<file path="config.mk">
export PLATFORM = sky130hd
export DESIGN_NAME = spike_event_serializer
export DESIGN_NICKNAME = d
export VERILOG_FILES = /design/src/rtl/spike_evt_pkg.sv /design/src/rtl/spike_evt_fifo.sv /design/src/rtl/spike_event_serializer.sv
export SDC_FILE = /design/constraint.sdc
export NUM_CORES = 1
export LEC_CHECK = 0
export BUFFER_PORTS_ARGS = -buffer_cell sky130_fd_sc_hd__clkbuf_2
export CORE_MARGIN = 1
export CORE_UTILIZATION = 40
export CTS_BUF_LIST = sky130_fd_sc_hd__clkbuf_8
export CTS_CLUSTER_DIAMETER = 50
export CTS_CLUSTER_SIZE = 28
export DETAILED_ROUTE_END_ITERATION = 8
export GPL_TIMING_DRIVEN = 0
export SLEW_MARGIN = 20
export SYNTH_ARGS = -nofsm -noshare
export SYNTH_HDL_FRONTEND = slang
export SYNTH_HIERARCHICAL = 1
export SYNTH_SLANG_ARGS = --single-unit
export TNS_END_PERCENT = 20
</file>
<file path="constraint.sdc">
create_clock -name clk -period 6 [get_ports clk]
set_input_delay 0.3 -clock clk [delete_from_list [all_inputs] [get_ports clk]]
set_output_delay 0.3 -clock clk [all_outputs]
set_load 0.05 [all_outputs]
</file>
<file path="src/rtl/spike_evt_pkg.sv">
// spike_evt_pkg: shared FSM encoding, frame and event width constants for the spike event serializer
package spike_evt_pkg;
    typedef enum logic [2:0] {IDLE, SYNC, TS_HI, TS_LO, AMP_HI, AMP_LO} state_t;
    localparam int FRAME_BYTES = 5;
    localparam logic [7:0] SYNC_DEFAULT = 8'hA5;
    localparam int TS_W = 16;
    localparam int AMP_W = 16;
    localparam int EVT_W = TS_W + AMP_W;
endpackage

</file>
<file path="src/rtl/spike_evt_fifo.sv">
// spike_evt_fifo: synchronous event FIFO, EVT_W x DEPTH
// ports: clk, rst_n (sync active-low), push/din write, pop/dout read (dout shows head),
//        full, empty, level (registered occupancy)
module spike_evt_fifo
    import spike_evt_pkg::*;
#(
    parameter int DEPTH = 8,
    localparam int AW = $clog2(DEPTH)
) (
    input  logic             clk,
    input  logic             rst_n,
    input  logic             push,
    input  logic             pop,
    input  logic [EVT_W-1:0] din,
    output logic [EVT_W-1:0] dout,
    output logic             full,
    output logic             empty,
    output logic [AW:0]      level
);
    logic [EVT_W-1:0] mem [DEPTH];
    logic [AW-1:0] wr_ptr, rd_ptr;

    always_ff @(posedge clk)
        if (push) mem[wr_ptr] <= din;

    always_ff @(posedge clk) begin
        if (!rst_n) begin
            wr_ptr <= '0;
            rd_ptr <= '0;
            level  <= '0;
        end else begin
            if (push) wr_ptr <= wr_ptr + 1'b1;
            if (pop) rd_ptr <= rd_ptr + 1'b1;
            level <= level + (AW+1)'(push) - (AW+1)'(pop);
        end
    end

    assign dout  = mem[rd_ptr];
    assign full  = level == (AW+1)'(DEPTH);
    assign empty = level == '0;
endmodule

</file>
<file path="src/rtl/spike_event_serializer.sv">
// spike_event_serializer: timestamps spike pulses, buffers them and emits 5-byte frames
// ports: clk, rst_n (sync active-low); spike_in/amp_in event capture;
//        out_data/out_valid/out_ready byte stream; overflow_clr, overflow, drop_cnt drop
//        accounting; fifo_level buffer occupancy
module spike_event_serializer
    import spike_evt_pkg::*;
#(
    parameter int FIFO_DEPTH = 8,
    parameter logic [7:0] SYNC_BYTE = SYNC_DEFAULT,
    localparam int LW = $clog2(FIFO_DEPTH) + 1
) (
    input  logic              clk,
    input  logic              rst_n,
    input  logic              spike_in,
    input  logic [AMP_W-1:0]  amp_in,
    output logic [7:0]        out_data,
    output logic              out_valid,
    input  logic              out_ready,
    input  logic              overflow_clr,
    output logic              overflow,
    output logic [7:0]        drop_cnt,
    output logic [LW-1:0]     fifo_level
);
    logic [TS_W-1:0] ts;
    logic [EVT_W-1:0] frame, head;
    state_t state;
    logic full, empty, hs, pop, push, drop;

    assign hs   = out_valid && out_ready;
    // the head is pulled either from idle or straight out of an accepted last byte
    assign pop  = !empty && (state == IDLE || (state == AMP_LO && hs));
    // a full FIFO still takes the event when the head leaves in the same cycle
    assign push = spike_in && (!full || pop);
    assign drop = spike_in && !push;

    spike_evt_fifo #(.DEPTH(FIFO_DEPTH)) u_fifo (
        .clk   (clk),
        .rst_n (rst_n),
        .push  (push),
        .pop   (pop),
        .din   ({ts, amp_in}),
        .dout  (head),
        .full  (full),
        .empty (empty),
        .level (fifo_level)
    );

    always_ff @(posedge clk) begin
        if (!rst_n) begin
            ts        <= '0;
            frame     <= '0;
            state     <= IDLE;
            out_valid <= 1'b0;
            out_data  <= '0;
            overflow  <= 1'b0;
            drop_cnt  <= '0;
        end else begin
            ts       <= ts + 16'd1;
            overflow <= !overflow_clr && (overflow || drop);
            drop_cnt <= overflow_clr ? 8'd0 : (drop && drop_cnt != 8'hFF) ? drop_cnt + 8'd1 : drop_cnt;
            if (pop) begin
                frame     <= head;
                state     <= SYNC;
                out_valid <= 1'b1;
                out_data  <= SYNC_BYTE;
            end else if (hs) begin
                // frame shifts left so its top byte is always the next one to send
                out_data  <= state == AMP_LO ? 8'h00 : frame[EVT_W-1 -: 8];
                frame     <= frame << 8;
                out_valid <= state != AMP_LO;
                state     <= state == AMP_LO ? IDLE : state_t'(state + 3'd1);
            end
        end
    end
endmodule

</file>
* Word level (Yosys, flattened, before mapping)
Memory sizes are Yosys's and may differ from the RTL's. A register that Yosys moved wholly into a read port is not among the register bits.
Cells that the tools add are included.
** Storage, ports and cells
- Register bits :: 79
- Input bits :: 21
- Memories kept :: 1
- Memory bits (writable) :: 256
- Memory bits (read-only) :: 0
- Bits in latches :: 0
** Memories
- u_fifo.mem :: depth 8, width 32, rd ports 1, clocked after memory_dff 1, write ports 1, RTL line spike_evt_fifo.sv:20 : logic [EVT_W-1:0] mem [DEPTH];
** Cells by class
- Equality and inequality tests :: 4
- Bitwise operators :: 1
- $add $sub $neg :: 7
- Muxes and demuxes :: 14
- Divide/modulo/power cells :: 0
- Multiply operators :: 0
- Shift operators :: 0
- Reductions and logical operators :: 19
- Order comparisons :: 0
** Operators with widths (count)
- $mux W32 :: 2
- $mux W8 :: 3
- $add A16 B1 Y16 const B :: 1
- $add A3 B1 Y3 const B :: 3
- $mux W3 :: 3
- $add A8 B1 Y8 const B :: 1
- $ne A8 B8 Y1 const B :: 1
- $logic_and A1 B1 Y1 :: 7
- $mux W1 :: 6
- $add A4 B1 Y4 :: 1
- $eq A4 B4 Y1 const B :: 1
- $logic_not A1 Y1 :: 4
- $logic_not A4 Y1 :: 1
- $reduce_or A2 Y1 :: 2
- $sub A4 B1 Y4 :: 1
- $eq A3 B3 Y1 const B :: 1
- $logic_not A3 Y1 :: 1
- $logic_or A1 B1 Y1 :: 3
- $ne A3 B3 Y1 const B :: 1
- $reduce_bool A2 Y1 :: 1
- $not A1 Y1 :: 1

* Depth between registers and ports, before layout
Gate-level depths: netlist of run 1.
- Word-level depth :: 10
- Depth in mapped cells :: 14

* Modules after synthesis
The synthesis of run 1 kept the hierarchy.
** By module, submodules not included
- spike_evt_fifo :: cells an instance 439, instances 1, area an instance 10397.5 µm², sequential area each 7947.6 µm²
- spike_event_serializer :: cells an instance 360, instances 1, area an instance 3124.2 µm², sequential area each 1381.3 µm²

* Least setup slack after synthesis of run 1
No wires, ideal clock.
- Kind :: flip-flop to flip-flop
- Start :: reg u_fifo.level[2]
- End :: mem u_fifo/mem[0][0] (netlist bit), enable pin
- Cell stages (with the launch flop) :: 11
- Path slack :: 786 ps
- Library setup time :: 461 ps
- Data arrival time :: 4753 ps
- Clock period less this slack :: 5214 ps
- Cell sequence :: dfxtp_1 > inv_1 > ha_1 > and3_1 > nor2_1 > o21ai_2 > buf_2 > buf_2 > a21boi_0 > nand2b_1 > nor3_1
** On the way
- Cells in the longest elaborated chain, start to end :: 7
** Ends and longest elaborated chain
- start: declaration :: RTL line spike_evt_fifo.sv:18 : output logic [AW:0] level
- start signal: assignment :: RTL line spike_evt_fifo.sv:34 : level <= level + (AW+1)'(push) - (AW+1)'(pop);
- $logic_not A4 Y1 :: RTL line spike_evt_fifo.sv:40 : assign empty = level == '0;
- named net empty :: RTL line spike_event_serializer.sv:27 : logic full, empty, hs, pop, push, drop;
- $logic_not A1 Y1 :: RTL line spike_event_serializer.sv:31 : assign pop = !empty && (state == IDLE || (state == AMP_LO && hs));
- $logic_and A1 B1 Y1 :: RTL line spike_event_serializer.sv:31
- $logic_or A1 B1 Y1 :: RTL line spike_event_serializer.sv:33 : assign push = spike_in && (!full || pop);
- $logic_and A1 B1 Y1 :: RTL line spike_event_serializer.sv:33
- named net push :: RTL line spike_event_serializer.sv:27
- $mux W1 :: RTL line spike_evt_fifo.sv:24 : if (push) mem[wr_ptr] <= din;
- $mux W1 (not written as such) :: RTL line spike_evt_fifo.sv:24
- end: declaration :: RTL line spike_evt_fifo.sv:20
The timed path passes the listed nets, and every way through them passes these cells.

* Worst setup path in the final report of run 1
- Start :: reg u_fifo.level[2]
- End :: mem u_fifo/mem[0][31] (netlist bit), enable pin
Same word-level chain as after synthesis.

==> results.sh, run 1 <==
export IMPL_status="finished clean"
export IMPL_holdPathEnd="u_fifo/mem[1][15]$_DFFE_PP_"
export IMPL_ys_seq_area_frac=0.690
export IMPL_synthTopCellsByArea="edfxtp_1 57%, dfxtp_1 12%, mux4_1 7.2%, mux4_2 4.5%, mux2_2 2.7%"
export IMPL_grt_pass1_vias=7297
export IMPL_vdd_drop_max_uv=217
export IMPL_wl_met2_um=13400
export IMPL_cp_slowest_cell="a21boi_0"
export IMPL_drt_initial_drc_count=382
export IMPL_p_leak_nw=5.41
export IMPL_gp_congestion=0.814
export IMPL_reg2reg_depth=12
export IMPL_worstMarginPinSlew_ps=863
export IMPL_h_tree_depth=2
export IMPL_hold_depth=1
export IMPL_synth_top_area_cell="edfxtp_1"
export IMPL_finClkSkew_ps=22.5
export IMPL_synth_area_per_cell_um2=16.9
export IMPL_worst_setup_path_start_kind="flop"
export IMPL_io_pins=43
export IMPL_relSlewSlack=0.425
export IMPL_die_y_um=186
export IMPL_vias=7312
export IMPL_syn2layout_area_growth_pct=14.0
export IMPL_cpLargestDelayFamily="simple AND/OR/NAND/NOR gates"
export IMPL_grt_pass1_wl_um=44600
export IMPL_post_cts_buffers=0
export IMPL_routed_top_layer="met4"
export IMPL_worst_path_buf_inv=5
export IMPL_power_density_nw_per_um2=395
export IMPL_cts_path_max_buffers=3
export IMPL_grtUsageTotal=0.175
export IMPL_holdCritStartpoint="amp_in[15]"
export IMPL_post_synth_top_count_cell="edfxtp_1"
export IMPL_utilization=0.469
export IMPL_dp_hpwl_um=18800
export IMPL_antenna_found_initial=0
export IMPL_synthArstFlopShare=0
export IMPL_cts_resized=0
export IMPL_grt_max_degree=20
export IMPL_fin_ws_ps=1990
export IMPL_drt_pass1_iterations=5
export IMPL_postLayoutCellArea_um2=15400
export IMPL_cp_data_arrival_time_ps=4270
export IMPL_synth_seq_cells=338
export IMPL_cts_sinks=338
export IMPL_hp_class="in -> reg"
export IMPL_synthCells=799
export IMPL_fmax_mhz=249
export IMPL_ys_flop_type="edfxtp_1"
export IMPL_slew_violations=0
export IMPL_placementRows=66
export IMPL_synth_warnings=6
export IMPL_synth_edf_count=256
export IMPL_placedCellCount=1300
export IMPL_crit_chain="inv_1 > ha_1 > and3_1 > nor2_1 > o21ai_2 > buf_2 > buf_2 > a21boi_0 > nand2b_1 > nor3_2 > buf_4 > buf_4"
export IMPL_met1_length_um=13800
export IMPL_portBuffers=41
export IMPL_cts_inserted_buffers=35
export IMPL_yosys_top_cells_count="256 x edfxtp_1, 82 x dfxtp_1, 63 x nand3_1"
export IMPL_clockRootBuffer="clkbuf_8"
export IMPL_drc_errors=0
export IMPL_place_ws_ps=1970
export IMPL_cts_tree="yes"
export IMPL_drtAntennaViolNets=0
export IMPL_synth_top_area_frac=0.569
export IMPL_setup_viol=0
export IMPL_max_cap_violations=0
export IMPL_synth_area_um2=13500
export IMPL_die_area_um2=34500
export IMPL_max_stage_delay_ps=660
export IMPL_rsz0062_at_grt="false"
export IMPL_clock_latency_ps=550
export IMPL_worstPathMaxFanout=10
export IMPL_nets=931
export IMPL_r2r_slack_ps=1990
export IMPL_die_w_um=186
export IMPL_critical_path_required_ps=6250
export IMPL_r2r_start="u_fifo/level[2]$_SDFF_PN0_"
export IMPL_drive_gt1_frac=0.231
export IMPL_hold_viol_final=0
export IMPL_min_period_over_period=0.669
export IMPL_fin_crit_ps=4010
export IMPL_start_util=0.411
export IMPL_worstReg2RegEnd="u_fifo/mem[0][31]$_DFFE_PP_"
export IMPL_coreArea_um2=32900
export IMPL_totalWireLength_um=28900
export IMPL_cts_clk_slew_worst_paths_ps=90
export IMPL_critical_path_class="reg -> reg"
export IMPL_final_cells=1368
export IMPL_n_antenna_cell=0
export IMPL_end_kind="flop"
export IMPL_hold_ws_ps=26.9
export IMPL_syn_nets=831
export IMPL_viasPerCell=5.35
export IMPL_placed_cell_area_um2=14600
export IMPL_wl_met3_um=1210
export IMPL_overflow=0
export IMPL_fill_cells=2892
export IMPL_routedWlPerCell_um=21.1
export IMPL_ys_types=45
-- flip-flops by register name (all words and copies together) (netlist names), named ones only --
name / count
ts: 16
u_fifo/level: 4
state: 3
out_data: 8
overflow: 1
u_fifo/wr_ptr: 3
u_fifo/mem: 256
drop_cnt: 8
frame: 32
out_valid: 1
u_fifo/rd_ptr: 3
-- cell families after synthesis --
family | count (synthesis) | synth area share
flops | 338 | 0.690
compound gates | 73 | 0.0461
buf+inv | 59 | 0.0225
simple gates | 202 | 0.0738
fa+ha+maj | 11 | 0.0107
mux | 101 | 0.147
xor+xnor | 15 | 0.00972
-- layout by cell type, fill, tap and decap left out, types with 5 or more instances in the layout --
cell        n
buf_4       9
edfxtp_1  256
and2_1     17
nor2_1     17
nand4_1     5
mux4_1     37
buf_6      10
inv_1      15
a21boi_0   15
nand2_1    56
buf_1      10
buf_2      12
xor2_1      9
nor2b_1     9
clkbuf_8   36
nand2b_1    7
mux2_2     32
a41o_1      5
nor2_4      6
mux4_2     27
ha_1       10
inv_6       7
a31oi_1     7
clkbuf_1   15
nand3_1    63
nor3_1      5
mux2i_1     5
dfxtp_1    82
o211a_1    24
xnor2_1     6
clkbuf_2   41
clkinv_4    5
-- power breakdown --
group          internal [mW]  leakage [nW]  switching (mW)
combinational          0.725          2.01           0.946
clock                  0.704         0.389           0.881
sequential              2.72          3.01           0.107
-- routing by layer --
| layer | GRT usage | vias up |
|---|---|---|
| li1 | - | 3361 |
| met1 | 0.248 | 3736 |
| met2 | 0.283 | 173 |
| met3 | 0.0276 | 42 |
| met4 | 0.0433 | 0 |
| met5 | 0 | - |
-- how the worst max path moves through the flow --
stage,startpoint,end,slack [ps],cells after the start
2_1_floorplan,u_fifo/level[2]$_SDFF_PN0_,u_fifo/mem[0][0]$_DFFE_PP_,790,10
3_3_place_gp,u_fifo/level[2]$_SDFF_PN0_,u_fifo/mem[1][19]$_DFFE_PP_,-2090,10
3_5_place_dp,u_fifo/level[2]$_SDFF_PN0_,u_fifo/mem[0][20]$_DFFE_PP_,1970,12
4_1_cts,u_fifo/level[2]$_SDFF_PN0_,u_fifo/mem[0][31]$_DFFE_PP_,1940,12
5_1_grt,u_fifo/level[2]$_SDFF_PN0_,u_fifo/mem[0][31]$_DFFE_PP_,1720,12
6_report,u_fifo/level[2]$_SDFF_PN0_,u_fifo/mem[0][31]$_DFFE_PP_,1990,12
-- timing repair --
item,4_1_cts,5_1_grt
hold endpoints to repair,31,0
hold buffers,4,0
endpoints found under the setup margin,0,0
-- cell type report --
class | instances | area [um^2] | share of cell area
inverters | 13 | 48.8 | 0.00317
clock inverters | 28 | 274 | 0.0178
multi-input cells | 402 | 3940 | 0.256
plain buffers | 46 | 255 | 0.0166
clock buffers | 36 | 495 | 0.0321
well taps | 442 | 553 | 0.0359
repair buffers | 63 | 514 | 0.0334
flip-flops and latches | 338 | 9330 | 0.605
-- through the flow --
step / total power [mW] / setup TNS (ps)
final: 6.09 / 0
after global placement: 4.53 / -132240
after floorplan: 4.07 / 0
after detailed placement: 4.57 / 0
after global routing: 6.41 / 0
after CTS: 6.17 / 0
(Power assumes the default switching activity.)
==> run 2: changes to the inputs <==
==> constraint.sdc (replaced) <==
create_clock -name clk -period 3.7 [get_ports clk]
set_input_delay 0.185 -clock clk [delete_from_list [all_inputs] [get_ports clk]]
set_output_delay 0.185 -clock clk [all_outputs]
set_load 0.05 [all_outputs]
==> results.sh, run 2 (same netlist as run 1, synthesis figures left out) <==
export IMPL_grt_pass1_wl_um=44200
export IMPL_start_util=0.411
export IMPL_hp_class="in -> reg"
export IMPL_grtUsageTotal=0.172
export IMPL_min_period_over_period=0.941
export IMPL_io_pins=43
export IMPL_fmax_mhz=287
export IMPL_grt_busiest_layer="met2"
export IMPL_antenna_found_initial=0
export IMPL_status="finished clean"
export IMPL_largest_reg_flops=256
export IMPL_drive_gt1_frac=0.229
export IMPL_coreArea_um2=32900
export IMPL_clock_latency_ps=630
export IMPL_portBuffers=41
export IMPL_grt_use_met2=0.269
export IMPL_hold_ws_ps=372
export IMPL_p_sw_frac=0.322
export IMPL_end_kind="flop"
export IMPL_top_regs="u_fifo/mem: 256 flops, frame: 32 flops, ts: 16 flops"
export IMPL_r2r_slack_ps=220
export IMPL_placementRows=66
export IMPL_drt_initial_drc_count=498
export IMPL_final_cell_mix="256 x edfxtp_1, 81 x dfxtp_1, 63 x nand3_1"
export IMPL_fill_cells=2849
export IMPL_die_y_um=186
export IMPL_finClkSkew_ps=37.4
export IMPL_setup_viol=0
export IMPL_cp_data_arrival_time_ps=3790
export IMPL_holdPathEnd="u_fifo/mem[4][14]$_DFFE_PP_"
export IMPL_drtAntennaViolNets=0
export IMPL_cpLargestDelayFamily="simple AND/OR/NAND/NOR gates"
export IMPL_dp_hpwl_um=18500
export IMPL_grt_pass1_vias=7276
export IMPL_max_stage_delay_ps=590
export IMPL_crit_top_cell="buf_2"
export IMPL_clockRootBuffer="clkbuf_8"
export IMPL_power_density_nw_per_um2=633
export IMPL_grt_max_degree=24
export IMPL_critical_path_class="reg -> reg"
export IMPL_routedWlPerCell_um=20.7
export IMPL_cts_sinks=338
export IMPL_p_leak_nw=5.48
export IMPL_share_comb_of_total_power=0.277
export IMPL_p_sw_mw=3.19
export IMPL_relSlewSlack=0.436
export IMPL_cts_tree="yes"
export IMPL_die_area_um2=34500
export IMPL_rsz0062_at_grt="false"
export IMPL_critical_path_required_ps=4010
export IMPL_holdCritStartpoint="amp_in[14]"
export IMPL_r2r_start="u_fifo/level[2]$_SDFF_PN0_"
export IMPL_n_antenna_cell=0
export IMPL_hold_depth=2
export IMPL_hold_viol_final=0
export IMPL_power_mw=9.90
export IMPL_crit_chain="inv_1 > ha_1 > and3_1 > nor2_1 > o21ai_2 > buf_2 > buf_2 > a21boi_2 > nand2b_1 > nor2_4 > buf_12"
export IMPL_vdd_drop_max_uv=349
export IMPL_syn2layout_area_growth_pct=15.6
export IMPL_place_ws_ps=-131
export IMPL_cp_slowest_cell="nor2_4"
export IMPL_worstMarginPinSlew_ps=847
export IMPL_max_cap_violations=0
export IMPL_worst_path_buf_inv=4
export IMPL_viasPerCell=5.33
export IMPL_largest_register="u_fifo/mem"
export IMPL_reg2reg_depth=11
export IMPL_power_internal_mw=6.71
export IMPL_cts_clk_slew_worst_paths_ps=100
export IMPL_slew_violations=0
export IMPL_clockPowerShare=0.259
export IMPL_drc_errors=0
export IMPL_worst_setup_path_start_kind="flop"
export IMPL_grt_use_met3=0.0317
export IMPL_overflow=0
export IMPL_fin_crit_ps=3480
export IMPL_totalWireLength_um=28600
export IMPL_layout_commonest_cell="edfxtp_1"
export IMPL_cts_path_max_buffers=3
export IMPL_worstPathMaxFanout=20
export IMPL_cts_inserted_buffers=31
export IMPL_nets=945
export IMPL_drt_pass1_iterations=4
export IMPL_worstReg2RegEnd="u_fifo/mem[2][31]$_DFFE_PP_"
export IMPL_gp_congestion=0.856
export IMPL_die_w_um=186
export IMPL_p_seq_frac=0.464
export IMPL_use_met1=0.246
export IMPL_fin_ws_ps=220
export IMPL_h_tree_depth=1
export IMPL_vias=7361
-- run 2: metrics by stage --
| stage | cell area (um^2) | util | cells | TNS (ps) |
|---|---|---|---|---|
| 6_report | 15600 | 0.476 | 1380 | 0 |
| 5_1_grt | 15600 | 0.476 | 1380 | 0 |
| 4_1_cts | 15600 | 0.476 | 1380 | 0 |
| 3_5_place_dp | 14600 | 0.444 | 1295 | -2440 |
| 3_3_place_gp | 14300 | 0.436 | 1282 | -248290 |
| 2_1_floorplan | 13600 | - | 799 | 0 |
-- run 2: power groups by stage --
stage | registers [mW] | logic [mW] | clock network, mW
after floorplan | 4.79 | 1.82 | 0
after global placement | 4.67 | 2.67 | 0
after detailed placement | 4.68 | 2.74 | 0
after CTS | 4.59 | 2.79 | 2.64
after global routing | 4.63 | 2.99 | 2.79
final | 4.59 | 2.75 | 2.57
-- run 2: repair_timing --
item / CTS / global route
resized for setup: 1 / 0
setup endpoints to repair: 89 / 0
endpoints found under the hold margin: 139 / 0
buffers inserted: 7 / 0
hold buffers: 20 / 0
-- run 2: metal layers --
layer / wire length, um / part of all wire / up-vias
li1: - / - / 3389
met1: 13200 / 0.46 / 3739
met2: 13100 / 0.46 / 196
met3: 1690 / 0.059 / 37
met4: 665 / 0.023 / 0
met5: 0 / 0 / -
-- run 2: worst max-delay path by stage --
stage	cells past startpoint	startpoint	to	slack [ps]
detailed placement	12	u_fifo/level[2]$_SDFF_PN0_	u_fifo/mem[1][23]$_DFFE_PP_	-130
floorplan	10	u_fifo/level[3]$_SDFF_PN0_	u_fifo/mem[4][0]$_DFFE_PP_	20
global route	11	u_fifo/level[2]$_SDFF_PN0_	u_fifo/mem[2][31]$_DFFE_PP_	20
finish	11	u_fifo/level[2]$_SDFF_PN0_	u_fifo/mem[2][31]$_DFFE_PP_	220
global placement	10	u_fifo/level[2]$_SDFF_PN0_	u_fifo/mem[3][19]$_DFFE_PP_	-1070
CTS	11	u_fifo/level[2]$_SDFF_PN0_	u_fifo/mem[2][31]$_DFFE_PP_	180
-- run 2: final cells by class --
| type | instances | area (um^2) | share of cell area |
|---|---|---|---|
| Inverter | 13 | 48.8 | 0.00312 |
| Clock buffer | 33 | 454 | 0.0290 |
| Multi-Input combinational cell | 402 | 3960 | 0.253 |
| Clock inverter | 25 | 318 | 0.0203 |
| Buffer | 46 | 255 | 0.0163 |
| Sequential cell | 338 | 9330 | 0.597 |
| Tap cell | 442 | 553 | 0.0354 |
| Timing Repair Buffer | 81 | 716 | 0.0458 |
